**src/rtl/hazard_pkg.sv**
```systemverilog
// Shared types and constants for the pipeline hazard controller and the decoder.
package hazard_pkg;

   // Shadow slots hold register indices at this width; REG_AW must not exceed it.
   localparam int unsigned HZ_RD_W = 8;

   typedef enum logic [1:0] {
      RUN,
      FLUSH,
      MEM_WAIT
   } hz_state_t;

   typedef struct packed {
      logic               v;
      logic [HZ_RD_W-1:0] rd;
      logic               load;
      logic               wr;
      logic               mem;
   } shadow_slot_t;

   localparam logic [6:0] OPC_LOAD   = 7'b0000011;
   localparam logic [6:0] OPC_STORE  = 7'b0100011;
   localparam logic [6:0] OPC_BRANCH = 7'b1100011;
   localparam logic [6:0] OPC_JAL    = 7'b1101111;
   localparam logic [6:0] OPC_JALR   = 7'b1100111;

endpackage

```
**src/rtl/hazard_perf_cnt.sv**
```systemverilog
// Saturating event counter; clears on reset and holds at all-ones.
module hazard_perf_cnt #(
   parameter int unsigned W = 32
) (
   input  logic         clk_i,
   input  logic         rst_ni,
   input  logic         inc_i,
   output logic [W-1:0] cnt_o
);

   logic [W-1:0] cnt_q, cnt_d;

   always_comb begin
      cnt_d = cnt_q;
      if (inc_i && (cnt_q != '1)) begin
         cnt_d = cnt_q + W'(1);
      end
   end

   always_ff @(posedge clk_i or negedge rst_ni) begin
      if (!rst_ni) begin
         cnt_q <= '0;
      end else begin
         cnt_q <= cnt_d;
      end
   end

   assign cnt_o = cnt_q;

endmodule

```
**src/rtl/hazard_ctrl.sv**
```systemverilog
// Pipeline hold/flush/freeze controller for the 5-stage RV32I core.
// Define HAZARD_PERF_EN to add saturating stall/flush/freeze event counters.
module hazard_ctrl
   import hazard_pkg::*;
#(
   parameter int unsigned REG_AW           = 5,
   parameter int unsigned REDIRECT_PENALTY = 1,
   parameter int unsigned MEM_TIMEOUT      = 255
) (
   input  logic              clk,
   input  logic              reset_n,
   input  logic              id_valid,
   input  logic [REG_AW-1:0] id_rs1,
   input  logic [REG_AW-1:0] id_rs2,
   input  logic              id_use_rs1,
   input  logic              id_use_rs2,
   input  logic [REG_AW-1:0] id_rd,
   input  logic              id_reg_write,
   input  logic              id_load,
   input  logic              id_mem,
   input  logic              ex_redirect,
   input  logic              dmem_ready,
   output logic              Stall,
   output logic              pc_write,
   output logic              ifid_write,
   output logic              ifid_flush,
   output logic              idex_flush,
   output logic              freeze,
   output logic              mem_err
`ifdef HAZARD_PERF_EN
   ,
   output logic [31:0]       perf_stall_cnt,
   output logic [31:0]       perf_flush_cnt,
   output logic [31:0]       perf_freeze_cnt
`endif
);

   localparam logic [2:0] PEN_RELOAD = 3'(REDIRECT_PENALTY - 1);
   localparam logic [7:0] WAIT_LAST  = 8'(MEM_TIMEOUT - 1);

   hz_state_t    state_q, state_d;
   shadow_slot_t ex_q, ex_d, mem_q, mem_d, id_slot;
   logic [2:0]   flush_cnt_q, flush_cnt_d;
   logic [7:0]   wait_cnt_q, wait_cnt_d;
   logic         mem_busy, load_use, flush;

   assign id_slot = '{v:    id_valid,
                      rd:   HZ_RD_W'(id_rd),
                      load: id_load,
                      wr:   id_reg_write,
                      mem:  id_mem};

   assign mem_busy = mem_q.v & mem_q.mem & ~dmem_ready;

   assign load_use = id_valid & ex_q.v & ex_q.load & (ex_q.rd != '0) &
                     ((id_use_rs1 & (HZ_RD_W'(id_rs1) == ex_q.rd)) |
                      (id_use_rs2 & (HZ_RD_W'(id_rs2) == ex_q.rd)));

   always_comb begin
      state_d     = state_q;
      flush_cnt_d = flush_cnt_q;
      wait_cnt_d  = '0;
      ex_d        = ex_q;
      mem_d       = mem_q;
      Stall       = 1'b0;
      pc_write    = 1'b1;
      ifid_write  = 1'b1;
      flush       = 1'b0;
      freeze      = 1'b0;
      mem_err     = 1'b0;

      // Freezing is driven by the MEM slot in any state, so a wait always pre-empts a flush.
      if (mem_busy) begin
         freeze     = 1'b1;
         pc_write   = 1'b0;
         ifid_write = 1'b0;
         if (wait_cnt_q == WAIT_LAST) begin
            mem_err  = 1'b1;
            mem_d.v  = 1'b0;
            state_d  = RUN;
         end else begin
            wait_cnt_d = wait_cnt_q + 8'd1;
            state_d    = MEM_WAIT;
         end
      end else begin
         if (ex_redirect) begin
            flush = 1'b1;
            if (REDIRECT_PENALTY > 1) begin
               flush_cnt_d = PEN_RELOAD;
               state_d     = FLUSH;
            end else begin
               state_d = RUN;
            end
         end else if (state_q == FLUSH) begin
            flush       = 1'b1;
            flush_cnt_d = flush_cnt_q - 3'd1;
            state_d     = (flush_cnt_q <= 3'd1) ? RUN : FLUSH;
         end else begin
            state_d = RUN;
            if (load_use) begin
               Stall      = 1'b1;
               pc_write   = 1'b0;
               ifid_write = 1'b0;
            end
         end
         mem_d = ex_q;
         ex_d  = (Stall || flush) ? '0 : id_slot;
      end
   end

   assign ifid_flush = flush;
   assign idex_flush = flush;

   always_ff @(posedge clk or negedge reset_n) begin
      if (!reset_n) begin
         state_q     <= RUN;
         ex_q        <= '0;
         mem_q       <= '0;
         flush_cnt_q <= '0;
         wait_cnt_q  <= '0;
      end else begin
         state_q     <= state_d;
         ex_q        <= ex_d;
         mem_q       <= mem_d;
         flush_cnt_q <= flush_cnt_d;
         wait_cnt_q  <= wait_cnt_d;
      end
   end

`ifdef HAZARD_PERF_EN
   hazard_perf_cnt #(.W(32)) u_perf_stall (
      .clk_i  (clk),
      .rst_ni (reset_n),
      .inc_i  (Stall),
      .cnt_o  (perf_stall_cnt)
   );

   hazard_perf_cnt #(.W(32)) u_perf_flush (
      .clk_i  (clk),
      .rst_ni (reset_n),
      .inc_i  (ifid_flush),
      .cnt_o  (perf_flush_cnt)
   );

   hazard_perf_cnt #(.W(32)) u_perf_freeze (
      .clk_i  (clk),
      .rst_ni (reset_n),
      .inc_i  (freeze),
      .cnt_o  (perf_freeze_cnt)
   );
`endif

endmodule

```
**config.mk**
```make
export PLATFORM = sky130hd
export DESIGN_NAME = hazard_ctrl
export DESIGN_NICKNAME = d
export VERILOG_FILES = /design/src/rtl/hazard_pkg.sv /design/src/rtl/hazard_perf_cnt.sv /design/src/rtl/hazard_ctrl.sv
export SDC_FILE = /design/constraint.sdc
export NUM_CORES = 1
export LEC_CHECK = 0
export ABC_AREA = 1
export CORE_ASPECT_RATIO = 1.1
export CORE_MARGIN = 2
export CORE_UTILIZATION = 49
export DETAILED_ROUTE_END_ITERATION = 10
export GPL_TIMING_DRIVEN = 0
export PLACE_DENSITY = 0.88
export RECOVER_POWER = 25
export SLEW_MARGIN = 20
export SYNTH_ARGS = -nofsm -noshare
export SYNTH_HDL_FRONTEND = slang
export SYNTH_SLANG_ARGS = --single-unit
```
**constraint.sdc**
```tcl
create_clock -name clk -period 1.5 [get_ports clk]
set_input_delay 0.225 -clock clk [delete_from_list [all_inputs] [get_ports clk]]
set_output_delay 0.225 -clock clk [all_outputs]
set_load 0.01 [all_outputs]
```
Word level (Yosys, flattened, before mapping)
Cells that the tools add are included.
{ "word_totals": {"ff_bits": 26, "inputBits": 25, "out_inout_bits": 7, "elab_cells": 58} }
{ "classes": {"n_addsub": 2, "magnitude_cmp": 1, "n_eq_ne": 5, "mux": 26, "bitwise": 12, "reduce_logical": 3} }
{ "ops": {"columns": ["op", "n"], "rows": [
  ["1-bit two-way mux", 21],
  ["5-bit by 8-bit equality test with 1-bit output", 2],
  ["8-bit two-way mux", 2],
  ["12-bit two-way mux", 1],
  ["8-bit by 1-bit adder with 8-bit output (second input constant)", 1],
  ["1-bit AND", 8],
  ["8-bit equality test (second input constant)", 1],
  ["8-bit nonzero test", 1],
  ["2-bit two-way mux", 2],
  ["3-bit by 1-bit <= comparator with 1-bit output (second input constant)", 1],
  ["1-bit inverter", 3],
  ["3-bit AND reduction", 1],
  ["3-bit by 1-bit subtractor with 3-bit output (second input constant)", 1],
  ["2-bit by 1-bit equality test with 1-bit output (second input constant)", 1],
  ["2-bit by 1-bit inequality test with 1-bit output (second input constant)", 1],
  ["1-bit logical OR", 1],
  ["1-bit OR", 1]
]} }

Depth between registers and ports, before layout
{ "logic_depth": {"word_depth": 10, "depth_mapped": 9, "mapped_depth_nobuf": 9} }

Least setup slack after synthesis
OpenSTA, ideal clock, no wires.
{ "synth_path": {"path_kind": "register to output", "from": "reg state_q[1]", "to": "out pc_write", "t_arrival_ns": 1.200, "required_time_ns": 1.275, "setup_slack_ns": 0.075, "stages_incl_launch_ff": 5, "path_buffers": 1, "cell_sequence": "dfrtp_1 > o21ai_4 > nor3_2 > a21oi_1 > buf_4"} }
{ "synth_via": {"elab_chain_cells": 4} }
{ "synth_lines": {"columns": ["item", "line", "rtl"], "rows": [
  ["from (decl)", "hazard_ctrl.sv:41", "hz_state_t state_q, state_d;"],
  ["from (signal assigned)", "hazard_ctrl.sv:122", "state_q <= state_d;"],
  ["2-bit by 1-bit equality test with 1-bit output", "hazard_ctrl.sv:94", "end else if (state_q == FLUSH) begin"],
  ["1-bit two-way mux (3 in a row)", null, null],
  ["to (decl)", "hazard_ctrl.sv:24", "output logic pc_write,"]
]} }
Every way passes these cells.

Worst setup path after layout
{ "layout_path": {"from": "reg ex_q[7] (netlist bit)", "to": "out pc_write"} }
{ "layout_via": {"elab_chain_cells": 8, "elab_cells_between_ends": 12, "classes_between": "eq/ne (2); mux (4); bitwise (5); reduce/logical (1)"} }
{ "layout_lines": {"columns": ["item", "line", "rtl"], "rows": [
  ["from (decl)", "hazard_ctrl.sv:42", "shadow_slot_t ex_q, ex_d, mem_q, mem_d, id_slot;"],
  ["from (signal assigned)", "hazard_ctrl.sv:117", "ex_q <= '0;"],
  ["from (signal assigned)", "hazard_ctrl.sv:123", "ex_q <= ex_d;"],
  ["5-bit by 8-bit equality test with 1-bit output (on tied branches)", "hazard_ctrl.sv:56, hazard_ctrl.sv:57", null],
  ["1-bit AND (on tied branches)", "hazard_ctrl.sv:56, hazard_ctrl.sv:57", null],
  ["1-bit OR", "hazard_ctrl.sv:56", "((id_use_rs1 & (HZ_RD_W'(id_rs1) == ex_q.rd)) |"],
  ["1-bit AND (*)", "hazard_ctrl.sv:55", "assign load_use = id_valid & ex_q.v & ex_q.load & (ex_q.rd != '0) &"],
  ["1-bit two-way mux (*)", "hazard_ctrl.sv:100", "if (load_use) begin"],
  ["1-bit two-way mux (*)", "hazard_ctrl.sv:94", null],
  ["1-bit two-way mux (*)", "hazard_ctrl.sv:86", "if (ex_redirect) begin"],
  ["1-bit two-way mux (*)", "hazard_ctrl.sv:73", "if (mem_busy) begin"]
]} }
Every way passes the cells marked *; elsewhere a longest branch is shown, timed or not.

==> key figures <==
Floorplan
  – Initial cell density of the core: 0.5249
  – Die footprint: 0.003186 mm²
  – Core area: 0.002567 mm²
  – Top Ports: 32
  – Die Y-Extent: 59 µm
  – Die extent in x: 54 µm
  – Row cnt: 19

Worst setup path
  – CP endpoint kind: output pin
  – CP Launch Type: flop
  – Arrival time at the worst endpoint: 1.57 ns
  – Critical Path RT: 1.27 ns
  – Setup CP Type: flop to output pin
  – Max FO, Critical Path: 4

Logic synthesis
  – Syn_nets: 219
  – Gate Count Post-Synth: 190
  – Synth area leader: dfrtp_1
  – Yosys cell types: 24
  – Yosys top cell area share: 0.4271
  – Synthesized area: 0.001348 mm²
  – Yosys warns: 0
  – Ranking of synthesized cells by area: dfrtp_1 43%, nand2_1 14%, nor2_1 9.5%
  – Flop and latch count out of synthesis: 23
  – Avg Inst Size Synth: 7.092 µm²
  – Sequential share of the synthesized area: 0.4271

Power and ir drop
  – P_leak: 1.010 nW
  – Internal cell power: 0.8690 mW
  – Psw: 0.3096 mW
  – Cell Pwr Density: 610.5 mW/mm²
  – VDD IR max: 822.6 µV
  – Sw frac: 0.2627
  – Clock network fraction of total power: 0.246
  – Logic gate share of total power: 0.200
  – Total design power: 1.179 mW
  – Register share of total power: 0.554

Clock tree
  – Reg clk slew, reported paths: 0.12 ns
  – Skew-Pair Late Insertion Delay: 0.32 ns
  – CTS buffer count: 3
  – # clock sinks: 23
  – CTS tree: built
  – Clock root buffer: clkbuf_4
  – Clock buffer depth: 2
  – H-tree lvl count: 1

Drt
  – Initial DRC Count: 10
  – Drt total wl: 3149 µm
  – Vias: 1299
  – TritonRoute pass-1 iters: 4
  – Routed wire per std cell: 11.62 µm
  – Final antenna-violating net count: 0
  – DRC: 0
  – Via-to-Cell Ratio: 4.793

Layout
  – Fill count: 188
  – P&R area growth vs syn: 43.27%
  – Diodes inserted: 0
  – Final core utilization: 0.7519
  – Final net count: 270
  – Post-Layout Cell Count: 271
  – Share of cells above drive strength 1: 0.2458

STA
  – Slew margin rel.: 0.6269
  – Final setup vio count: 7
  – Crit share post-route: 1.196
  – TNS Setup: -1.471 ns
  – Worst Clk Skew: 0.001958 ns
  – Slew Limit Fails: 0
  – Worst slew pin tran: 0.5596 ns
  – Final min period: 1.794 ns
  – Hold Slack: 0.4150 ns
  – Unrepaired setup endpoints after global routing: yes
  – Setup WS post-layout: -0.2945 ns
  – FMAX: 557.3 MHz
  – Hold Vio Cnt, Final: 0

Min path
  – Class of the worst hold path: primary input to asynchronous set/reset pin

Global route
  – Initial antenna violation count: 0
  – Largest net degree at the start of global routing: 24
  – GR Overflow Total: 0
  – Overall Global Routing Usage: 0.2118
  – Vias in the first global route: 1204
  – First-pass GRT wire length: 4774 µm

Placed design
  – IO Port Bufs: 30
  – Dpl cells: 251
  – Gpl congestion: 0.7742
  – Detail Placement HPWL: 1977 µm

Outcome
  – Status: finished with violations
  – Failing checks: negative setup slack

Job
  – Max cap viols: 0
==> synth_stat cells (all sizes together) <==
library cell	count
a21oi	6
buf	4
clkinv	1
dfrtp	23
ha	4
inv	33
nand2	54
nand3	16
nand4	2
nor2	36
nor3	2
o21ai	5
or2	1
xnor2	2
xor2	1
==> power by group through the flow <==
stage                     Sequential, mW  Clock, mW  Combinational, mW
final                              0.653      0.290              0.235
after global routing               0.656      0.318              0.258
after CTS                          0.652      0.297              0.221
after detailed placement           0.664          0              0.192
after global placement             0.664          0              0.190
after floorplan                    0.662          0             0.0919
==> stage by stage <==
step	cell area, µm²	worst slack [ns]
final	1931	-0.2945
after global routing	1931	-0.3568
after CTS	1848	-0.2719
after detailed placement	1687	-0.6882
after global placement	1687	-0.6803
after floorplan	1348	0.07533
==> sequential cells by signal, summed over array words and instances (netlist names) <==
register     flops
state_q          2
wait_cnt_q       8
flush_cnt_q      3
ex_q             8
mem_q            2
==> layout make-up <==
cell class	count	area [µm²]	share of cell area
Multi-Input combinational cell	129	673.1	0.3487
Sequential cell	23	575.6	0.2981
Timing Repair Buffer	48	466.7	0.2417
Inverter	34	131.4	0.06805
Tap cell	31	38.79	0.02009
Clock buffer	4	26.28	0.01361
Buffer	2	18.77	0.009721
==> worst max-delay path, stage by stage (launching register included) <==
cell     delay, ns
dfrtp_1       0.42
inv_2         0.07
nand2_1       0.06
nand2_1       0.05
nor2_1        0.13
nand3_1       0.10
nand2_2       0.12
a21oi_2       0.06
buf_4         0.13
buf_6         0.11
==> logic make-up (layout without fill, tap and decap cells) <==
kind of cell / after synthesis / in the layout / synth area share
compound gates: 11 / 11 / 0.04921
xor+xnor: 3 / 3 / 0.01950
fa+ha+maj: 4 / 4 / 0.03714
buf+inv: 38 / 88 / 0.1151
flops: 23 / 23 / 0.4271
simple gates: 111 / 111 / 0.3519
==> metal layers <==
layer	up-vias	share of wire	track usage
li1	672	-	-
met1	589	0.40	0.2204
met2	29	0.53	0.3920
met3	9	0.040	0.03283
met4	0	0.034	0.1179
met5	-	0	0
==> layout by cell type (no fill, tap or decap) <==
cell / instances
inv_1: 25
nand3_1: 13
clkdlybuf4s50_1: 22
a21oi_1: 5
dfrtp_1: 23
clkbuf_4: 3
nand2_1: 48
inv_2: 7
buf_2: 3
clkinv_1: 1
clkbuf_1: 1
nor3_4: 2
nand3_2: 3
or2_2: 1
nand2_4: 1
clkbuf_2: 1
ha_1: 4
xor2_1: 1
xnor2_1: 2
nor2_1: 29
a21oi_2: 1
o21ai_0: 3
nand2_2: 5
buf_12: 2
nor2_4: 1
o21ai_4: 1
o21ai_1: 1
buf_4: 11
clkinvlp_4: 1
nand4_1: 2
buf_6: 10
nor2_2: 6
dlygate4sd3_1: 1
==> final timing paths <==
kind | from | endpoint | slack (ns) | depth (start not counted)
max in group asynchronous | reset_n | flush_cnt_q[1] | 0.72 | 2
max | ex_q[7] | pc_write | -0.29 | 9
min | reset_n | wait_cnt_q[0] | 0.41 | 2
min reg2reg | ex_q[0] | mem_q[0] | 0.49 | 1
max reg2reg | mem_q[0] | wait_cnt_q[6] | 0.08 | 9
min in group clk | ex_q[0] | mem_q[0] | 0.49 | 1
==> repair_timing <==
item	in CTS	in global routing
pin swaps	11	10
resized for setup	50	10
hold endpoints to repair	0	23
hold buffers	0	1
setup endpoints to repair	7	11
setup buffers	11	7
gates cloned	0	0
No activity file was read; power rests on OpenSTA's default activity.
